[config.mk]
export PLATFORM = sky130hd
export DESIGN_NAME = mem_port_ctrl_flat
export DESIGN_NICKNAME = d
export VERILOG_FILES = /design/src/rtl/mem_port_ctrl_pkg.sv /design/src/rtl/mem_port_ctrl_if.sv /design/src/rtl/mem_lane_align.sv /design/src/rtl/mem_port_ctrl.sv /design/src/flat_wrapper.sv
export SDC_FILE = /design/constraint.sdc
export NUM_CORES = 1
export LEC_CHECK = 0
export CELL_PAD_IN_SITES_DETAIL_PLACEMENT = 0
export CELL_PAD_IN_SITES_GLOBAL_PLACEMENT = 2
export CORE_ASPECT_RATIO = 0.5
export CORE_UTILIZATION = 26
export DETAILED_ROUTE_END_ITERATION = 6
export PLACE_DENSITY_LB_ADDON = 0.1
export SLEW_MARGIN = 20
export SYNTH_ARGS = -nofsm -noshare
export SYNTH_HDL_FRONTEND = slang
export SYNTH_HIERARCHICAL = 1
export SYNTH_SLANG_ARGS = --single-unit
[constraint.sdc]
create_clock -name clk -period 3.29 [get_ports clk]
set_input_delay 0.4935 -clock clk [delete_from_list [all_inputs] [get_ports clk]]
set_output_delay 0.4935 -clock clk [all_outputs]
set_load 0.01 [all_outputs]
[src/rtl/mem_port_ctrl_pkg.sv]
// Shared encodings, state type and alignment rule for the memory port controller.
// No timing of its own; pure declarations and a combinational helper.
// No flow control here; consumers apply the rule at request accept.
package mem_port_pkg;

   localparam logic [1:0] SZ_BYTE = 2'b00;
   localparam logic [1:0] SZ_HALF = 2'b01;
   localparam logic [1:0] SZ_WORD = 2'b10;

   typedef enum logic [1:0] {
      ST_IDLE = 2'd0,
      ST_RD   = 2'd1,
      ST_WR   = 2'd2,
      ST_RESP = 2'd3
   } mp_state_t;

   // A request is rejected when its size is illegal or the address is not
   // naturally aligned for that size.
   function automatic logic req_is_err(input logic [1:0] size, input logic [1:0] addr_lo);
      logic err;
      err = 1'b1;
      case (size)
         SZ_BYTE: err = 1'b0;
         SZ_HALF: err = addr_lo[0];
         SZ_WORD: err = |addr_lo;
         default: err = 1'b1;
      endcase
      return err;
   endfunction

endpackage

[src/rtl/mem_port_ctrl_if.sv]
// Request/response channel between the control path and the memory port.
// No latency; bundle of wires only.
// req_valid is held by the initiator until req_ready is seen high.
interface mem_port_ctrl_if;
   logic        req_valid;
   logic        req_ready;
   logic        req_we;
   logic [1:0]  req_size;
   logic        req_unsigned;
   logic [31:0] req_addr;
   logic [31:0] req_wdata;
   logic        resp_valid;
   logic [31:0] resp_rdata;
   logic        resp_err;

   modport master (
      output req_valid, req_we, req_size, req_unsigned, req_addr, req_wdata,
      input  req_ready, resp_valid, resp_rdata, resp_err
   );

   modport slave (
      input  req_valid, req_we, req_size, req_unsigned, req_addr, req_wdata,
      output req_ready, resp_valid, resp_rdata, resp_err
   );
endinterface

[src/rtl/mem_lane_align.sv]
// Lane extract/extend for loads and lane merge for sub-word stores (little-endian).
// Purely combinational, zero latency.
// No flow control; follows whatever word/addr the caller presents.
module mem_lane_align
   import mem_port_pkg::*;
(
   input  logic [31:0] word_i,
   input  logic [1:0]  addr_lo,
   input  logic [1:0]  size,
   input  logic        is_unsigned,
   input  logic [31:0] wdata,
   output logic [31:0] ld_data,
   output logic [31:0] st_word
);

   logic [31:0] shifted;

   // Load side: bring the addressed lane down to bit 0 and extend it.
   always_comb begin
      shifted = word_i >> {addr_lo, 3'b000};
      ld_data = word_i;
      case (size)
         SZ_BYTE: ld_data = {{24{~is_unsigned & shifted[7]}}, shifted[7:0]};
         SZ_HALF: ld_data = {{16{~is_unsigned & shifted[15]}}, shifted[15:0]};
         default: ld_data = word_i;
      endcase
   end

   // Store side: overwrite only the addressed lane(s) of the old word.
   always_comb begin
      st_word = word_i;
      case (size)
         SZ_BYTE: st_word[{addr_lo, 3'b000} +: 8]     = wdata[7:0];
         SZ_HALF: st_word[{addr_lo[1], 4'b0000} +: 16] = wdata[15:0];
         default: st_word = wdata;
      endcase
   end

endmodule

[src/rtl/mem_port_ctrl.sv]
// Single-outstanding load/store responder with sub-word read-modify-write.
// Load MEM_LAT+2, word store 2, sub-word store MEM_LAT+3, error 1 cycle after accept.
// req_ready only in IDLE; one request in flight, none accepted during RESP.
module mem_port_ctrl
   import mem_port_pkg::*;
#(
   parameter int MEM_LAT = 1
)(
   input  logic            clk,
   input  logic            reset,
   mem_port_ctrl_if.slave  req_if,
   output logic [31:0]     mem_addr,
   output logic            mem_wr,
   output logic [31:0]     mem_wdata,
   input  logic [31:0]     mem_rdata
);

   localparam logic [2:0] CNT_LAST = 3'(MEM_LAT);

   mp_state_t   state_q, state_d;
   logic [2:0]  cnt_q, cnt_d;
   logic [31:0] addr_q, addr_d;
   logic [1:0]  size_q, size_d;
   logic        uns_q, uns_d;
   logic        we_q, we_d;
   logic        err_q, err_d;
   logic [31:0] wdata_q, wdata_d;
   logic [31:0] word_q, word_d;

   logic [31:0] ld_data;
   logic [31:0] st_word;

   mem_lane_align u_align (
      .word_i      (word_q),
      .addr_lo     (addr_q[1:0]),
      .size        (size_q),
      .is_unsigned (uns_q),
      .wdata       (wdata_q),
      .ld_data     (ld_data),
      .st_word     (st_word)
   );

   // Next-state: accept/classify in IDLE, count read latency in RD.
   always_comb begin
      state_d = state_q;
      cnt_d   = cnt_q;
      addr_d  = addr_q;
      size_d  = size_q;
      uns_d   = uns_q;
      we_d    = we_q;
      err_d   = err_q;
      wdata_d = wdata_q;
      word_d  = word_q;
      case (state_q)
         ST_IDLE: begin
            if (req_if.req_valid) begin
               addr_d  = req_if.req_addr;
               size_d  = req_if.req_size;
               uns_d   = req_if.req_unsigned;
               we_d    = req_if.req_we;
               wdata_d = req_if.req_wdata;
               err_d   = req_is_err(req_if.req_size, req_if.req_addr[1:0]);
               cnt_d   = '0;
               if (err_d)
                  state_d = ST_RESP;
               else if (req_if.req_we && req_if.req_size == SZ_WORD)
                  state_d = ST_WR;
               else
                  state_d = ST_RD;
            end
         end
         ST_RD: begin
            if (cnt_q == CNT_LAST) begin
               word_d  = mem_rdata;
               cnt_d   = '0;
               state_d = we_q ? ST_WR : ST_RESP;
            end else begin
               cnt_d = cnt_q + 3'd1;
            end
         end
         ST_WR:   state_d = ST_RESP;
         default: state_d = ST_IDLE;
      endcase
   end

   // State and request registers; reset aborts any operation in flight.
   always_ff @(posedge clk or posedge reset) begin
      if (reset) begin
         state_q <= ST_IDLE;
         cnt_q   <= '0;
         addr_q  <= '0;
         size_q  <= '0;
         uns_q   <= 1'b0;
         we_q    <= 1'b0;
         err_q   <= 1'b0;
         wdata_q <= '0;
         word_q  <= '0;
      end else begin
         state_q <= state_d;
         cnt_q   <= cnt_d;
         addr_q  <= addr_d;
         size_q  <= size_d;
         uns_q   <= uns_d;
         we_q    <= we_d;
         err_q   <= err_d;
         wdata_q <= wdata_d;
         word_q  <= word_d;
      end
   end

   // Outputs decoded from registered state only; ready is also gated by reset.
   always_comb begin
      req_if.req_ready  = (state_q == ST_IDLE) & ~reset;
      req_if.resp_valid = (state_q == ST_RESP);
      req_if.resp_err   = (state_q == ST_RESP) & err_q;
      req_if.resp_rdata = ((state_q == ST_RESP) && !we_q && !err_q) ? ld_data : 32'h0;
      mem_addr          = (state_q == ST_RD || state_q == ST_WR) ? {addr_q[31:2], 2'b00} : 32'h0;
      mem_wr            = (state_q == ST_WR);
      mem_wdata         = (state_q == ST_WR) ? st_word : 32'h0;
   end

endmodule

[src/flat_wrapper.sv]
// flat-port wrapper written by rule: the top's interface ports become plain ports
module mem_port_ctrl_flat import mem_port_pkg::*;
#(
   parameter int MEM_LAT = 1
)
  (clk, reset, mem_addr, mem_wr, mem_wdata, mem_rdata, req_if_req_valid, req_if_req_we, req_if_req_size, req_if_req_unsigned, req_if_req_addr, req_if_req_wdata, req_if_req_ready, req_if_resp_valid, req_if_resp_rdata, req_if_resp_err);
  mem_port_ctrl_if req_if_i ();
  input  logic clk;
  input  logic reset;
  output logic [31:0] mem_addr;
  output logic mem_wr;
  output logic [31:0] mem_wdata;
  input  logic [31:0] mem_rdata;
  input wire logic [$bits(req_if_i.req_valid)-1:0] req_if_req_valid;
  input wire logic [$bits(req_if_i.req_we)-1:0] req_if_req_we;
  input wire logic [$bits(req_if_i.req_size)-1:0] req_if_req_size;
  input wire logic [$bits(req_if_i.req_unsigned)-1:0] req_if_req_unsigned;
  input wire logic [$bits(req_if_i.req_addr)-1:0] req_if_req_addr;
  input wire logic [$bits(req_if_i.req_wdata)-1:0] req_if_req_wdata;
  output wire logic [$bits(req_if_i.req_ready)-1:0] req_if_req_ready;
  output wire logic [$bits(req_if_i.resp_valid)-1:0] req_if_resp_valid;
  output wire logic [$bits(req_if_i.resp_rdata)-1:0] req_if_resp_rdata;
  output wire logic [$bits(req_if_i.resp_err)-1:0] req_if_resp_err;
  assign req_if_i.req_valid = req_if_req_valid;
  assign req_if_i.req_we = req_if_req_we;
  assign req_if_i.req_size = req_if_req_size;
  assign req_if_i.req_unsigned = req_if_req_unsigned;
  assign req_if_i.req_addr = req_if_req_addr;
  assign req_if_i.req_wdata = req_if_req_wdata;
  assign req_if_req_ready = req_if_i.req_ready;
  assign req_if_resp_valid = req_if_i.resp_valid;
  assign req_if_resp_rdata = req_if_i.resp_rdata;
  assign req_if_resp_err = req_if_i.resp_err;
  mem_port_ctrl #(.MEM_LAT(MEM_LAT)) u_core (.clk(clk), .reset(reset), .req_if(req_if_i), .mem_addr(mem_addr), .mem_wr(mem_wr), .mem_wdata(mem_wdata), .mem_rdata(mem_rdata));
endmodule
=== After elaboration in Yosys (flattened, before gate mapping) ===
Index checks and enable logic that the tools add are counted.

* Logic and storage cells: 66
* Output and inout bits: 100
* Flip-flop bits (word level): 106

* Multiplexer cells: 19
* Shifts and indexed selects: 5
* Bitwise operators: 6
* Add/sub/neg operators: 3
* Eq/ne operators: 9
* Reductions and logical operators: 15

{| class="wikitable"
|+ Operators by type and width
! kind !! number
|-
| 32-bit case mux with 2 select lines || 2
|-
| 32-bit two-way mux || 3
|-
| 32-bit bitwise mux || 2
|-
| 16-bit by 7-bit variable shift with 32-bit output (first input constant) || 1
|-
| 8-bit by 7-bit variable shift with 32-bit output (first input constant) || 1
|-
| 16-bit by 7-bit indexed part select with 32-bit output || 1
|-
| 8-bit by 7-bit indexed part select with 32-bit output || 1
|-
| 32-bit by 5-bit >> shifter with 16-bit output || 1
|-
| 5-bit negation with 7-bit output || 2
|-
| 2-bit two-way mux || 4
|-
| 2-bit AND reduction || 4
|-
| 2-bit by 1-bit equality test with 1-bit output (second input constant) || 3
|-
| 2-bit equality test (second input constant) || 3
|-
| 2-bit zero test || 3
|-
| 3-bit two-way mux || 2
|-
| 2-bit case mux with 3 select lines || 1
|-
| 3-bit case mux with 2 select lines || 1
|-
| 1-bit AND || 4
|-
| 3-bit by 1-bit adder with 3-bit output (second input constant) || 1
|-
| 3-bit by 1-bit equality test with 1-bit output (second input constant) || 1
|-
| 1-bit logical AND || 3
|-
| 1-bit two-way mux || 3
|-
| 1-bit case mux with 3 select lines || 1
|-
| 1-bit zero test || 2
|-
| other kinds (6) || 7
|}

=== Logic depth before layout (Yosys ltp) ===
* Word-level depth: 7
* Depth in mapped cells: 11
* Mapped depth without buffers: 7

=== Cells and area by module ===
The synthesis kept the hierarchy.

{| class="wikitable"
|+ By module, submodules not included
! module !! seq. area each (µm²) !! times used !! area each (µm²) !! cells an instance
|-
| mem_port_ctrl || 2652.5 || 1 || 4992.3 || 375
|-
| mem_lane_align || 0.0 || 1 || 1884.3 || 308
|}

=== Least setup slack after synthesis ===
Ideal clock, no wire load.

* Path kind: reg2out
* Start: register u_core.addr_q[1]
* End: output port mem_wdata[24]
* Stages on the path, launching flop included: 12
* Path buffers: 4
* Path slack: 0.470 ns
* Required time: 2.796 ns
* Arrival time: 2.326 ns
* Cells stage by stage: dfrtp_1 buf_4 inv_1 clkbuf_1 ha_1 clkbuf_1 nor2_1 and4b_1 clkbuf_1 a21oi_1 o221ai_1 and2_1

* Longest elaborated chain between the ends: 5
* Elaborated cells on any way between the ends: 10

{| class="wikitable"
|+ Ends and longest elaborated chain
! what !! line !! source
|-
| from (decl) || mem_port_ctrl.sv:22 || <nowiki>logic [31:0] addr_q, addr_d;</nowiki>
|-
| from (signal assigned) || mem_port_ctrl.sv:101 || <nowiki>addr_q <= addr_d;</nowiki>
|-
| 5-bit negation with 7-bit output, on equally long branches || mem_lane_align.sv:34, mem_lane_align.sv:33 ||
|-
| 16-bit by 7-bit indexed part select with 32-bit output (tied with other cells) || mem_lane_align.sv:34 || <nowiki>SZ_HALF: st_word[{addr_lo[1], 4'b0000} +: 16] = wdata[15:0];</nowiki>
|-
| 32-bit bitwise mux, on equally long branches || mem_lane_align.sv:34, mem_lane_align.sv:33 ||
|-
| 32-bit case mux with 2 select lines (*) || mem_lane_align.sv:32 || <nowiki>case (size)</nowiki>
|-
| named net u_core.st_word[24] || mem_port_ctrl.sv:31 || <nowiki>logic [31:0] st_word;</nowiki>
|-
| 32-bit two-way mux (*) || mem_port_ctrl.sv:119 || <nowiki>mem_wdata = (state_q == ST_WR) ? st_word : 32'h0;</nowiki>
|-
| to (decl) || flat_wrapper.sv:12 || <nowiki>output logic [31:0] mem_wdata;</nowiki>
|}

Mark *: on every way through the listed nets, which the timed path passes. The rest lies on a longest branch.

=== Worst setup path in the final report ===
* Start: register u_core.addr_q[1]
* End: output port req_if_resp_rdata[17]

* Longest elaborated chain between the ends: 4
* Elaborated cells on any way between the ends: 5

{| class="wikitable"
|+ Ends and longest elaborated chain
! what !! line !! source
|-
| 32-bit by 5-bit >> shifter with 16-bit output (*) || mem_lane_align.sv:20 || <nowiki>shifted = word_i >> {addr_lo, 3'b000};</nowiki>
|-
| 1-bit AND, on equally long branches || mem_lane_align.sv:24, mem_lane_align.sv:23 ||
|-
| 32-bit case mux with 2 select lines (*) || mem_lane_align.sv:22 || <nowiki>case (size)</nowiki>
|-
| named net u_core.ld_data[17] || mem_port_ctrl.sv:30 || <nowiki>logic [31:0] ld_data;</nowiki>
|-
| 32-bit two-way mux (*) || mem_port_ctrl.sv:116 || <nowiki>req_if.resp_rdata = ((state_q == ST_RESP) && !we_q && !err_q) ? ld_data : 32'h0;</nowiki>
|-
| to (decl) || flat_wrapper.sv:22 || <nowiki>output wire logic [$bits(req_if_i.resp_rdata)-1:0] req_if_resp_rdata;</nowiki>
|}

Marks and branches as above.

==> run summary <==
Core ar. = 0.02560 mm2
antenna violations before repair = 1
dpl ws = 0.2592 ns
Worst R2R Setup Slack = 0.93 ns
Cell variety after synth = 52
nets = 983
Clock Tree Root = clkbuf_16
I/O pin total = 203
Placed Area = 0.009280 mm2
Final Cell Area = 0.009692 mm2
WHS Path Cells = 1
Initial Util = 0.2686
DR vias = 5914
Max IR drop VDD = 0.3826 mV
end of the worst hold path = u_core/addr_q[26]$_DFFE_PP0P_
max-cap viol count = 0
synthesized area = 0.006877 mm2
required arrival time at the worst endpoint = 2.80 ns
Final min period = 3.188 ns
FF-to-FF End = u_core/word_q[0]$_DFFE_PP0P_
CP Capture Type = output pin
min-delay src = u_core/addr_q[26]$_DFFE_PP0P_
EDFF count, synth = 0
htree depth = 3
layout cells sized above 1 = 0.1954
via/cell ratio = 4.848
RSZ-0062 raised after global routing = true
clk sinks = 106
slew at the pin closest to its max-slew limit = 1.030 ns
crit path DAT = 2.69 ns
vias in the first global route = 5855
Iter 0 DRT Violations = 339
hpwl dp = 18210 um
Seq/Total Area, Yosys = 0.3857
count of input and output buffers = 200
overall fraction of global-route tracks in use = 0.1873
worst skew pair latency = 0.37 ns
leak pwr = 4.150 nW
Slew Limit Fails = 0
Fillers = 2603
antenna viol nets, final = 0
Layout area overhead = 40.94%
Die Height = 117.0 um
overall die area = 0.02714 mm2
TritonCTS buffer count = 9
clock slew at reported path FFs = 0.08 ns
Routability Congestion = 0.7928
Yosys reg bits = 106
worst reg2reg path startpoint = u_core/state_q[1]$_DFFE_PP0P_
YS warnings = 6
crit share post-route = 0.9691
drt first pass iters = 5
Post-route DRC = 0
largest net degree at the start of global routing = 71
R2R cell count = 6
std cell rows = 41
Hold Vio Cnt, Final = 0
Final setup viols = 0
Tightest Hold Check Type = reg -> reg
Synth Flop Type = dfrtp_1
crit path max fanout = 16
Max-slew headroom = 0.3136
Die Wd = 232.0 um
Final Skew = 0.008543 ns
post-synthesis cell count = 683
WS Path Type = reg -> out
average size of a mapped cell = 10.07 um2
hold buffer count at CTS = 0
Final Worst Setup Slack = 0.1016 ns
CTS tree = done
Critical Path Start Type = flip-flop
asr flop ratio synth = 1.000
fmax = 313.6 MHz
PwrDens = 1046 mW/mm2
gr ovfl total = 0
Max Root-Sink Buffers = 2
final WL = 25310 um
global-route wire length before repair = 37280 um
WL per Instance = 20.74 um
status = completed
per-stage QoR:
step | hold slack (ns) | utilization | std cells | power (W) | setup TNS [ns]
2_1_floorplan | 0.4650 | - | 684 | 0.006331 | 0
3_3_place_gp | 0.4795 | 0.3625 | 1201 | 0.008910 | 0
3_5_place_dp | 0.4859 | 0.3625 | 1201 | 0.008935 | 0
4_1_cts | 0.5068 | 0.3745 | 1217 | 0.01012 | 0
5_1_grt | 0.5188 | 0.3785 | 1219 | 0.01087 | -0.06663
6_report | 0.5020 | 0.3786 | 1220 | 0.01014 | 0
critical path, stage by stage, from the launching register on:
cell and delay (ns):
dfrtp_2 0.47, buf_12 0.15, mux2i_1 0.13, or3_1 0.31, a311o_1 0.35, buf_4 0.20
nand2_1 0.06, and2_1 0.12, clkdlybuf4s50_1 0.53
power by group:
group,switching [W],total [W],internal (W)
combinational,0.00279,0.00609,0.00331
clock,0.000572,0.00110,0.000530
sequential,0.000975,0.00294,0.00197
total,0.00433,0.0101,0.00580
Yosys cell counts (all sizes together), types with 2 or more instances:
| master | n | share of area |
|---|---|---|
| a21oi | 34 | 0.025 |
| clkbuf | 33 | 0.018 |
| mux2 | 105 | 0.19 |
| nor3b | 4 | 0.0060 |
| buf | 20 | 0.019 |
| dfrtp | 106 | 0.39 |
| nor2 | 21 | 0.011 |
| and2 | 95 | 0.086 |
| a31oi | 6 | 0.0055 |
| a22o | 15 | 0.019 |
| nor2b | 40 | 0.037 |
| and4 | 2 | 0.0025 |
| o21ai | 25 | 0.018 |
| a21o | 2 | 0.0022 |
| a311o | 2 | 0.0029 |
| mux2i | 20 | 0.029 |
| o21a | 4 | 0.0044 |
| ha | 10 | 0.018 |
| o211ai | 3 | 0.0033 |
| nand2 | 59 | 0.032 |
| nand3b | 4 | 0.0044 |
| a22oi | 21 | 0.023 |
| inv | 8 | 0.0044 |
| o221ai | 18 | 0.023 |
| o2bb2ai | 6 | 0.0076 |
repair_timing:
| action | in CTS | in global routing |
|---|---|---|
| endpoints found under the setup margin | 49 | 49 |
| pin swaps | 0 | 1 |
| buffers inserted | 0 | 2 |
| gates resized for setup | 9 | 24 |
| gates cloned | 0 | 0 |
layer usage:
layer / track usage / wire length (um)
met1: 0.2698 / 12690
met2: 0.2846 / 11270
met3: 0.04651 / 1234
met4: 0.03377 / 117
met5: 0 / 0
placed cells by master, fill, tap and decap left out, drive strengths merged, types with 2 or more instances in the layout:
cell / n
mux2i: 20
a311o: 2
and4: 2
buf: 28
o21ai: 25
a22oi: 21
inv: 11
and2: 95
dlymetal6s2s: 9
mux2: 105
nand3b: 4
nand2: 59
o211ai: 3
a22o: 15
nor2b: 40
o2bb2ai: 6
nor2: 21
nor3b: 4
ha: 10
a31oi: 6
clkinvlp: 3
conb: 2
o221ai: 18
clkbuf: 9
o21a: 4
clkdlybuf4s50: 191
dfrtp: 106
a21o: 2
a21oi: 34
layout make-up:
class	count	area, um2	share of cell area
clock buffers	9	225.2	0.02324
clock inverters	7	61.31	0.006326
repair buffers	228	2283	0.2356
flip-flops and latches	106	2658	0.2742
well taps	344	430.4	0.04441
diodes	1	2.502	0.0002582
multi-input cells	517	3996	0.4123
inverters	8	35.03	0.003615
state kept, by name, indices dropped and copies added (netlist names):
signal          count
u_core/size_q       2
u_core/err_q        1
u_core/uns_q        1
u_core/word_q      32
u_core/addr_q      32
u_core/wdata_q     32
u_core/cnt_q        3
u_core/we_q         1
u_core/state_q      2
how the worst max path moves through the flow:
stage	cells after the start	slack, ns	startpoint	endpoint
after global routing	8	-0.01	u_core/addr_q[1]$_DFFE_PP0P_	req_if_resp_rdata[18]
after global placement	7	0.27	u_core/addr_q[1]$_DFFE_PP0P_	mem_wdata[27]
final	8	0.10	u_core/addr_q[1]$_DFFE_PP0P_	req_if_resp_rdata[17]
after floorplan	1	0.008	reset	u_core/addr_q[0]$_DFFE_PP0P_
after CTS	7	0.02	u_core/size_q[0]$_DFFE_PP0P_	req_if_resp_rdata[23]
after detailed placement	7	0.26	u_core/addr_q[1]$_DFFE_PP0P_	mem_wdata[31]
kinds of logic after synthesis:
family | synth area share
simple gates | 0.1923
fa+ha+maj | 0.01820
buf+inv | 0.04167
mux | 0.2174
xor+xnor | 0.001274
flops | 0.3857
compound gates | 0.1428
other cells | 0.0005453
No activity file was read; power rests on OpenSTA's default activity.
